### config.mk
export PLATFORM = sky130hd
export DESIGN_NAME = reg_aq_shift_flat
export DESIGN_NICKNAME = d
export VERILOG_FILES = /design/src/rtl/reg_aq_shift_pkg.sv /design/src/rtl/reg_aq_shift_if.sv /design/src/rtl/reg_aq_shift_core.sv /design/src/rtl/reg_aq_shift.sv /design/src/flat_wrapper.sv
export SDC_FILE = /design/constraint.sdc
export NUM_CORES = 1
export LEC_CHECK = 0
export CORE_MARGIN = 2
export CORE_UTILIZATION = 49
export DETAILED_ROUTE_END_ITERATION = 8
export MAX_ROUTING_LAYER = met4
export PLACE_DENSITY = 0.95
export SETUP_SLACK_MARGIN = 0.3
export SLEW_MARGIN = 20
export SYNTH_ARGS = -nofsm -noshare
export SYNTH_HDL_FRONTEND = slang
export SYNTH_SLANG_ARGS = --single-unit
### constraint.sdc
create_clock -name clk -period 4.7 [get_ports clk]
set_clock_uncertainty 0.15 [all_clocks]
set_input_delay 0.94 -clock clk [delete_from_list [all_inputs] [get_ports clk]]
set_output_delay 0.94 -clock clk [all_outputs]
set_load 0.01 [all_outputs]
### src/rtl/reg_aq_shift_pkg.sv
// Shared constants for the A:Q:Q-1 working register: control-bit indices,
// shift-mode encoding and the counter-width helper.
package reg_aq_shift_pkg;

  localparam int W_DEFAULT = 64;

  localparam int CTRL_N  = 5;
  localparam int C_LD_Q  = 0;
  localparam int C_LD_A  = 1;
  localparam int C_CLR_A = 2;
  localparam int C_ASR   = 3;
  localparam int C_SHL   = 4;

  typedef enum logic {
    MODE_ASR = 1'b0,
    MODE_SHL = 1'b1
  } shift_mode_e;

  // Enough bits to count from 0 up to and including w shifts.
  function automatic int cnt_width(input int w);
    return $clog2(w + 1);
  endfunction

endpackage

### src/rtl/reg_aq_shift_if.sv
// Control/data bundle between the multiply/divide control unit and reg_aq_shift.
// Optional outbus/out_sel ports appear when REG_AQ_OUTBUS_EN is defined.
interface reg_aq_shift_if
  import reg_aq_shift_pkg::*;
#(
  parameter int W = W_DEFAULT
);
  localparam int CNT_W = cnt_width(W);

  logic             c_ld_q;
  logic             c_ld_a;
  logic             c_clr_a;
  logic             c_asr;
  logic             c_shl;
  logic             qbit_in;
  logic [W-1:0]     inbus;
  logic [W-1:0]     alu_in;
  logic [W-1:0]     a_q;
  logic [W-1:0]     q_q;
  logic             qm1;
  logic [CNT_W-1:0] cnt;
  logic             done;
  logic             err;
`ifdef REG_AQ_OUTBUS_EN
  logic             out_sel;
  logic [W-1:0]     outbus;
`endif

  modport master (
    output c_ld_q, c_ld_a, c_clr_a, c_asr, c_shl, qbit_in, inbus, alu_in,
`ifdef REG_AQ_OUTBUS_EN
    output out_sel,
    input  outbus,
`endif
    input  a_q, q_q, qm1, cnt, done, err
  );

  modport slave (
    input  c_ld_q, c_ld_a, c_clr_a, c_asr, c_shl, qbit_in, inbus, alu_in,
`ifdef REG_AQ_OUTBUS_EN
    input  out_sel,
    output outbus,
`endif
    output a_q, q_q, qm1, cnt, done, err
  );

endinterface

### src/rtl/reg_aq_shift_core.sv
// Combinational next value of {A,Q,Q-1} for one Booth ASR or division SHL step,
// with the A source S already selected (A or the adder result).
module reg_aq_shift_core
  import reg_aq_shift_pkg::*;
#(
  parameter int W = W_DEFAULT
) (
  input  logic [W-1:0] s_i,
  input  logic [W-1:0] q_i,
  input  logic         qm1_i,
  input  shift_mode_e  mode_i,
  input  logic         qbit_i,
  output logic [W-1:0] a_o,
  output logic [W-1:0] q_o,
  output logic         qm1_o
);

  always_comb begin
    a_o   = s_i;
    q_o   = q_i;
    qm1_o = qm1_i;
    case (mode_i)
      MODE_ASR: begin
        a_o   = {s_i[W-1], s_i[W-1:1]};
        q_o   = {s_i[0], q_i[W-1:1]};
        qm1_o = q_i[0];
      end
      MODE_SHL: begin
        a_o   = {s_i[W-2:0], q_i[W-1]};
        q_o   = {q_i[W-2:0], qbit_i};
        qm1_o = qm1_i;
      end
      default: ;
    endcase
  end

endmodule

### src/rtl/reg_aq_shift.sv
// A:Q:Q-1 working register with load/clear, fused load-and-shift, shift counter
// and done/err flags. Optional registered outbus under REG_AQ_OUTBUS_EN.
module reg_aq_shift
  import reg_aq_shift_pkg::*;
#(
  parameter int W = W_DEFAULT
) (
  input logic           clk,
  input logic           rst_b,
  reg_aq_shift_if.slave bus
);
  localparam int CNT_W = cnt_width(W);

  logic [CTRL_N-1:0] ctrl;
  logic [W-1:0]      a_q, a_d, q_q, q_d;
  logic              qm1_q, qm1_d;
  logic [CNT_W-1:0]  cnt_q, cnt_d, cnt_inc;
  logic              done_q, done_d, err_q, err_d;
  logic              illegal, shift_ok;
  logic [W-1:0]      s_val, core_a, core_q;
  logic              core_qm1;
  shift_mode_e       mode;

  assign ctrl[C_LD_Q]  = bus.c_ld_q;
  assign ctrl[C_LD_A]  = bus.c_ld_a;
  assign ctrl[C_CLR_A] = bus.c_clr_a;
  assign ctrl[C_ASR]   = bus.c_asr;
  assign ctrl[C_SHL]   = bus.c_shl;

  assign illegal = (ctrl[C_ASR] & ctrl[C_SHL]) |
                   (ctrl[C_LD_Q] & (ctrl[C_ASR] | ctrl[C_SHL]));
  // A clear in the same cycle, an illegal combination or a finished count all veto the shift.
  assign shift_ok = (ctrl[C_ASR] | ctrl[C_SHL]) & ~illegal & ~ctrl[C_CLR_A] & ~done_q;
  assign s_val    = ctrl[C_LD_A] ? bus.alu_in : a_q;
  assign mode     = ctrl[C_SHL] ? MODE_SHL : MODE_ASR;
  assign cnt_inc  = cnt_q + 1'b1;

  reg_aq_shift_core #(.W(W)) u_core (
    .s_i    (s_val),
    .q_i    (q_q),
    .qm1_i  (qm1_q),
    .mode_i (mode),
    .qbit_i (bus.qbit_in),
    .a_o    (core_a),
    .q_o    (core_q),
    .qm1_o  (core_qm1)
  );

  always_comb begin
    a_d    = a_q;
    q_d    = q_q;
    qm1_d  = qm1_q;
    cnt_d  = cnt_q;
    done_d = done_q;
    err_d  = err_q;
    if (shift_ok) begin
      a_d    = core_a;
      q_d    = core_q;
      qm1_d  = core_qm1;
      cnt_d  = cnt_inc;
      done_d = (cnt_inc == CNT_W'(W));
    end else begin
      if (ctrl[C_CLR_A])     a_d = '0;
      else if (ctrl[C_LD_A]) a_d = bus.alu_in;
      if (ctrl[C_LD_Q]) begin
        q_d   = bus.inbus;
        qm1_d = 1'b0;
      end
    end
    if (ctrl[C_CLR_A]) begin
      cnt_d  = '0;
      done_d = 1'b0;
      err_d  = 1'b0;
    end
    // Flagging an illegal command outranks a simultaneous clear of the flag.
    if (illegal) err_d = 1'b1;
  end

  always_ff @(posedge clk) begin
    if (!rst_b) begin
      a_q    <= '0;
      q_q    <= '0;
      qm1_q  <= 1'b0;
      cnt_q  <= '0;
      done_q <= 1'b0;
      err_q  <= 1'b0;
    end else begin
      a_q    <= a_d;
      q_q    <= q_d;
      qm1_q  <= qm1_d;
      cnt_q  <= cnt_d;
      done_q <= done_d;
      err_q  <= err_d;
    end
  end

  assign bus.a_q  = a_q;
  assign bus.q_q  = q_q;
  assign bus.qm1  = qm1_q;
  assign bus.cnt  = cnt_q;
  assign bus.done = done_q;
  assign bus.err  = err_q;

`ifdef REG_AQ_OUTBUS_EN
  logic [W-1:0] outbus_q;

  always_ff @(posedge clk) begin
    if (!rst_b) outbus_q <= '0;
    else        outbus_q <= bus.out_sel ? q_q : a_q;
  end

  assign bus.outbus = outbus_q;
`endif

endmodule

### src/flat_wrapper.sv
// flat-port wrapper written by rule: the top's interface ports become plain ports
module reg_aq_shift_flat import reg_aq_shift_pkg::*;
#(
  parameter int W = W_DEFAULT
)
  (clk, rst_b, bus_c_ld_q, bus_c_ld_a, bus_c_clr_a, bus_c_asr, bus_c_shl, bus_qbit_in, bus_inbus, bus_alu_in, bus_a_q, bus_q_q, bus_qm1, bus_cnt, bus_done, bus_err);
  reg_aq_shift_if #(.W(W)) bus_i ();
  input logic clk;
  input logic rst_b;
  input wire logic [$bits(bus_i.c_ld_q)-1:0] bus_c_ld_q;
  input wire logic [$bits(bus_i.c_ld_a)-1:0] bus_c_ld_a;
  input wire logic [$bits(bus_i.c_clr_a)-1:0] bus_c_clr_a;
  input wire logic [$bits(bus_i.c_asr)-1:0] bus_c_asr;
  input wire logic [$bits(bus_i.c_shl)-1:0] bus_c_shl;
  input wire logic [$bits(bus_i.qbit_in)-1:0] bus_qbit_in;
  input wire logic [$bits(bus_i.inbus)-1:0] bus_inbus;
  input wire logic [$bits(bus_i.alu_in)-1:0] bus_alu_in;
  output wire logic [$bits(bus_i.a_q)-1:0] bus_a_q;
  output wire logic [$bits(bus_i.q_q)-1:0] bus_q_q;
  output wire logic [$bits(bus_i.qm1)-1:0] bus_qm1;
  output wire logic [$bits(bus_i.cnt)-1:0] bus_cnt;
  output wire logic [$bits(bus_i.done)-1:0] bus_done;
  output wire logic [$bits(bus_i.err)-1:0] bus_err;
  assign bus_i.c_ld_q = bus_c_ld_q;
  assign bus_i.c_ld_a = bus_c_ld_a;
  assign bus_i.c_clr_a = bus_c_clr_a;
  assign bus_i.c_asr = bus_c_asr;
  assign bus_i.c_shl = bus_c_shl;
  assign bus_i.qbit_in = bus_qbit_in;
  assign bus_i.inbus = bus_inbus;
  assign bus_i.alu_in = bus_alu_in;
  assign bus_a_q = bus_i.a_q;
  assign bus_q_q = bus_i.q_q;
  assign bus_qm1 = bus_i.qm1;
  assign bus_cnt = bus_i.cnt;
  assign bus_done = bus_i.done;
  assign bus_err = bus_i.err;
  reg_aq_shift #(.W(W)) u_core (.clk(clk), .rst_b(rst_b), .bus(bus_i));
endmodule
==> Word-level counts from Yosys, hierarchy flattened <==
Index checks and enable logic that the tools add are counted.
{ "op_classes": {"n_addsub": 1, "mul": 0, "div": 0, "order_cmp": 0, "eq_ne": 2, "shift": 0, "mux": 13, "bitwise_logic": 12, "reduce_logical": 4} }
{ "ops": {"columns": ["cell", "n"], "rows": [
  ["$mux 64", 5],
  ["$pmux 64 s2", 2],
  ["$add 7x1->7 const B", 1],
  ["$eq 7x7->1 const B", 1],
  ["$mux 1", 6],
  ["$and 1x1->1", 5],
  ["$not 1->1", 5],
  ["$reduce_bool 2->1", 2],
  ["$ne 2x2->1 const B", 1],
  ["$or 1x1->1", 2],
  ["$reduce_and 2->1", 1],
  ["$reduce_or 2->1", 1]
]} }
{ "word_totals": {"reg_bits": 138, "latch_bits": 0, "ram_bits": 0, "mem_bits_ro": 0, "input_bits": 136, "out_inout_bits": 138, "elab_cells": 38, "memories": 0} }

==> Logic depth before layout (Yosys ltp) <==
{ "depth": {"ltp_word": 9, "depth_mapped": 8, "mapped_depth_nobuf": 5} }

==> Modules after synthesis <==
From an unflattened synthesis, not the netlist that was laid out.
{ "unflattened": {"cells_unflattened": 910, "area_unflattened_um2": 8195.4} }
{ "by_module_without_submodules": {"columns": ["module", "n_inst", "cells_each", "area_per_inst_um2", "seq_area_each_um2"], "rows": [
  ["reg_aq_shift", 1, 767, 6591.3, 2762.6],
  ["reg_aq_shift_core", 1, 143, 1604.0, 0.0]
]} }

==> Worst setup path after synthesis <==
OpenSTA, ideal clock, no wires.
{ "synth_timing": {"path_type": "input to register", "start": "in bus_c_ld_q", "end": "reg u_core.q_q[34], in the netlist u_core.bus.q_q[34]", "setup_time_ps": 122, "arrival_time_ps": 2129, "required_ps": 4428, "slack_ps": 2300, "stages": 7, "n_path_buf": 3, "cell_sequence": "buf_2 nor3_4 and2_1 buf_2 buf_6 o21ai_1 a221o_1"} }
{ "synth_via": {"elab_chain_len": 7, "elab_cells_between_ends": 8, "cone_classes": "1 x mux; 6 x bitwise; 1 x reduce/logical"} }
{ "synth_rtl": {"columns": ["element", "line_no", "rtl"], "rows": [
  ["start: declaration", "flat_wrapper.sv:10", "input wire logic [$bits(bus_i.c_ld_q)-1:0] bus_c_ld_q;"],
  ["$and 1x1->1", "reg_aq_shift.sv:31", "(ctrl[C_LD_Q] & (ctrl[C_ASR] | ctrl[C_SHL]));"],
  ["$or 1x1->1", "reg_aq_shift.sv:30", "assign illegal = (ctrl[C_ASR] & ctrl[C_SHL]) |"],
  ["$not 1->1", "reg_aq_shift.sv:33", "assign shift_ok = (ctrl[C_ASR] | ctrl[C_SHL]) & ~illegal & ~ctrl[C_CLR_A] & ~done_q;"],
  ["$and 1x1->1 (3 in series)", "reg_aq_shift.sv:33", null],
  ["$mux 64 or $reduce_bool 2->1 (tied branches)", null, null],
  ["end signal: assignment", "reg_aq_shift.sv:89", "q_q <= q_d;"],
  ["end: declaration", "reg_aq_shift.sv:15", "logic [W-1:0] a_q, a_d, q_q, q_d;"]
]} }
Parallel ways exist; a longest one is shown, timed or not.
A chain may end at the register's enable or synchronous reset.

==> Final worst setup path <==
{ "layout_timing": {"start": "in bus_c_shl", "end": "reg u_core.q_q[55], in the netlist u_core.bus.q_q[55]"} }
{ "layout_via": {"elab_chain_len": 8, "elab_cells_between_ends": 13, "cone_classes": "3 x mux; 9 x bitwise; 1 x reduce/logical"} }
{ "layout_rtl": {"columns": ["element", "line_no", "rtl"], "rows": [
  ["start: declaration", "flat_wrapper.sv:14", "input wire logic [$bits(bus_i.c_shl)-1:0] bus_c_shl;"],
  ["$or 1x1->1", "reg_aq_shift.sv:31, reg_aq_shift.sv:33", null],
  ["$and 1x1->1", "reg_aq_shift.sv:31", null],
  ["$or 1x1->1", "reg_aq_shift.sv:30", null],
  ["$not 1->1", "reg_aq_shift.sv:33", null],
  ["$and 1x1->1 (3 in series)", "reg_aq_shift.sv:33", null],
  ["$mux 64 or $reduce_bool 2->1 (tied branches)", null, null]
]} }
Parallel ways exist; a longest one is shown, timed or not.

==> run metrics <==
setup repair after global routing missed its margin false; Seq cells post-synth ~140; antenna violation net count after detailed routing 0; via count of the first global-routing pass between 7k and 8k; synth unique cells between 40 and 50; buffers added on ports around 270; Die Ht between 100 and 150 microns; via total after detailed routing 7562; most frequent cells in the layout clkdlybuf4s50_1, dfxtp_1, nand2_1, mux2i_1; Final Non-Filler Cells about 1.3k; latest clock arrival within the worst-skew pair between 0.4 and 0.5 ns; async set-reset flop share out of synthesis 0%; number of DRC markers in iteration 0 between 400 and 500; dominant synthesized flop cell dfxtp_1; HPWL after DPL about 16000 microns; vias per cell 5.84; achievable frequency 329 MHz; category of cells accounting for the largest share of critical-path delay compound AO/OA/AOI/OAI gates; number of remaining DRC errors 0; count of pins over their slew limit 0; cts bufs inserted 17; Post-Route Utilization a little under three quarters; post-cts hold buffer count 0; Mapped Nets 994; post-cts sizing count 0; area of the die 16800 sq um; slew at the pin with the worst max-slew slack 1.06 ns; pin count of the biggest net entering global routing between 100 and 150; power density cells roughly 300 nW/um^2; Tmin final 3.04 ns; per-cell routed wire length around 19 microns; H-tree levels 4; number of clock sinks seen by CTS about 140; status finished clean; placeable core region around 15000 sq um; cell count after placement around 1.3k; floorplan die width 130 microns; Gate Count Post-Synth approximately 860; Final period util between 60% and 70%; worst max-slew margin expressed relative to the limit around 29%; hold violation count in the final report 0; largest buffer count on any clock path 2; worst vdd ir approximately 0.23 mV; routability congestion estimate 0.873; Final Instance Area 11000 sq um; pre-CTS setup slack approximately 1.3 ns; CP max stage delay between 0.7 and 0.8 ns; placement-stage cell area ~10000 sq um; data arrival time of the worst path ~3.2 ns; worst path bufs/invs 2; class of the most critical hold timing path reg2reg; Ant. Diodes 0; warnings from Yosys 0; global-route usage over all layers ~28%; CTS Root Cell clkbuf_16; ratio of cells with drive above 1 in the final layout 10.2%; Site Rows 45; static power due to leakage around 4 nW; Final Power between 3 and 4 mW; post-CTS clock slew at the launch and capture registers of the worst setup and hold paths approximately 0.060 ns; endpoint kind of the worst setup timing path register; worst setup slack for register-to-register paths ~2.4 ns; hold slack final between 0.3 and 0.4 ns; Crit Path Category in2reg; Syn Std Cell Area a little under 8000 sq um; first-pass iteration count of the detailed router 5; global-route wire length before repair 37400 microns; Max Fanout on Critical Path 79; Critical Path RT 4.89 ns; average cell area after synthesis between 9 and 10 sq um; Post-synth EDFFs 0; master of the slowest instance on the critical path a21oi_4; number of max-capacitance violations reported 0; post-CTS setup repair buffer count 0; total number of nets in the final design 1207; setup TNS after final layout 0 ns; Startpoint Class input pin; commonest non-fill, non-tap cell in the layout clkdlybuf4s50_1; final setup slack of the worst path roughly 1.7 ns; number of antenna violations at the first check in global routing 1; CTS tree done; layout overhead on the synthesized area 41.9%; total gr overflow 0; final wirelength about 24000 microns; critical path, cell by cell buf_6, xor2_2, a21oi_4, buf_4, nand2_1, a21boi_1; number of setup violations in the final report 0; starting density of the core approximately half; part of the Yosys area used for sequential elements 35.6%; boundary pin count 274
cell families (layout without fill, tap and decap cells):
kind of cell,count (synthesis),count (layout),synth area share [%]
AOI/OAI and AO/OA,263,263,25.2
xor gates and xnor gates,6,6,0.775
DFF,138,138,35.6
and+or+nand+nor,232,232,15.4
buffers and inverters,89,315,5.36
muxes,127,127,17.4
adders and majority gates,2,2,0.290
flip-flops by register name, indices dropped and copies added, names as in the netlist:
| register | flops |
|---|---|
| u_core.bus.a_q | 64 |
| u_core.bus.q_q | 64 |
| u_core.bus.cnt | 7 |
| u_core.bus.done | 1 |
| u_core.bus.err | 1 |
| u_core.bus.qm1 | 1 |
final cells by class:
| class | count | area [sq um] |
|---|---|---|
| Timing Repair Buffer | 282 | 2810 |
| Clock buffer | 19 | 443 |
| Clock inverter | 13 | 128 |
| Fill cell | 1120 | 4310 |
| Tap cell | 211 | 264 |
| Multi-Input combinational cell | 630 | 4590 |
| Inverter | 1 | 3.75 |
| Sequential cell | 138 | 2760 |
cell usage after synthesis (4+ instances only):
cell type / count / area (sq um)
mux2i_1: 66 / 661
dfxtp_1: 138 / 2760
clkbuf_1: 54 / 203
a21oi_1: 4 / 20.0
nor3_1: 61 / 305
nor2_1: 9 / 33.8
a211oi_1: 62 / 465
nand2b_1: 5 / 31.3
mux2_2: 61 / 687
o21ai_0: 4 / 20.0
buf_2: 20 / 100
a22oi_1: 60 / 450
nor2b_1: 63 / 394
and2_1: 6 / 37.5
buf_4: 11 / 82.6
nand2_1: 72 / 270
xor2_1: 4 / 35.0
o21a_1: 63 / 473
a21boi_1: 62 / 465
where the power goes:
group	internal, mW	total (mW)	switching, mW
sequential	1.23	1.29	0.0565
combinational	0.362	0.665	0.303
clock	0.788	1.31	0.518
worst paths after layout:
kind	startpoint	endpoint	cells after the start
min	u_core.bus.q_q[5]$_SDFFE_PN0P_	u_core.bus.q_q[5]$_SDFFE_PN0P_	2
min reg2reg	u_core.bus.q_q[5]$_SDFFE_PN0P_	u_core.bus.q_q[5]$_SDFFE_PN0P_	2
max	bus_c_shl	u_core.bus.q_q[55]$_SDFFE_PN0P_	6
max reg2reg	u_core.bus.done$_SDFFE_PP0P_	u_core.bus.a_q[32]$_SDFF_PN0_	5
layer usage:
metal  GRT usage [%]  vias up  routed length, microns
met5               -        -                       0
met4            9.36        0                     456
met3            6.44       37                    1990
met2            48.8      346                   12100
met1            33.0     3621                    9520
li1                -     3558                       -
worst register-to-register path, delay by kind of cell (launching register included):
family | cells | cell delay [ns]
AND/OR/NAND/NOR | 3 | 1.12
flip-flops | 1 | 0.37
buffers and inverters | 1 | 0.33
AO/OA/AOI/OAI | 1 | 0.23
(Power assumes the default switching activity.)
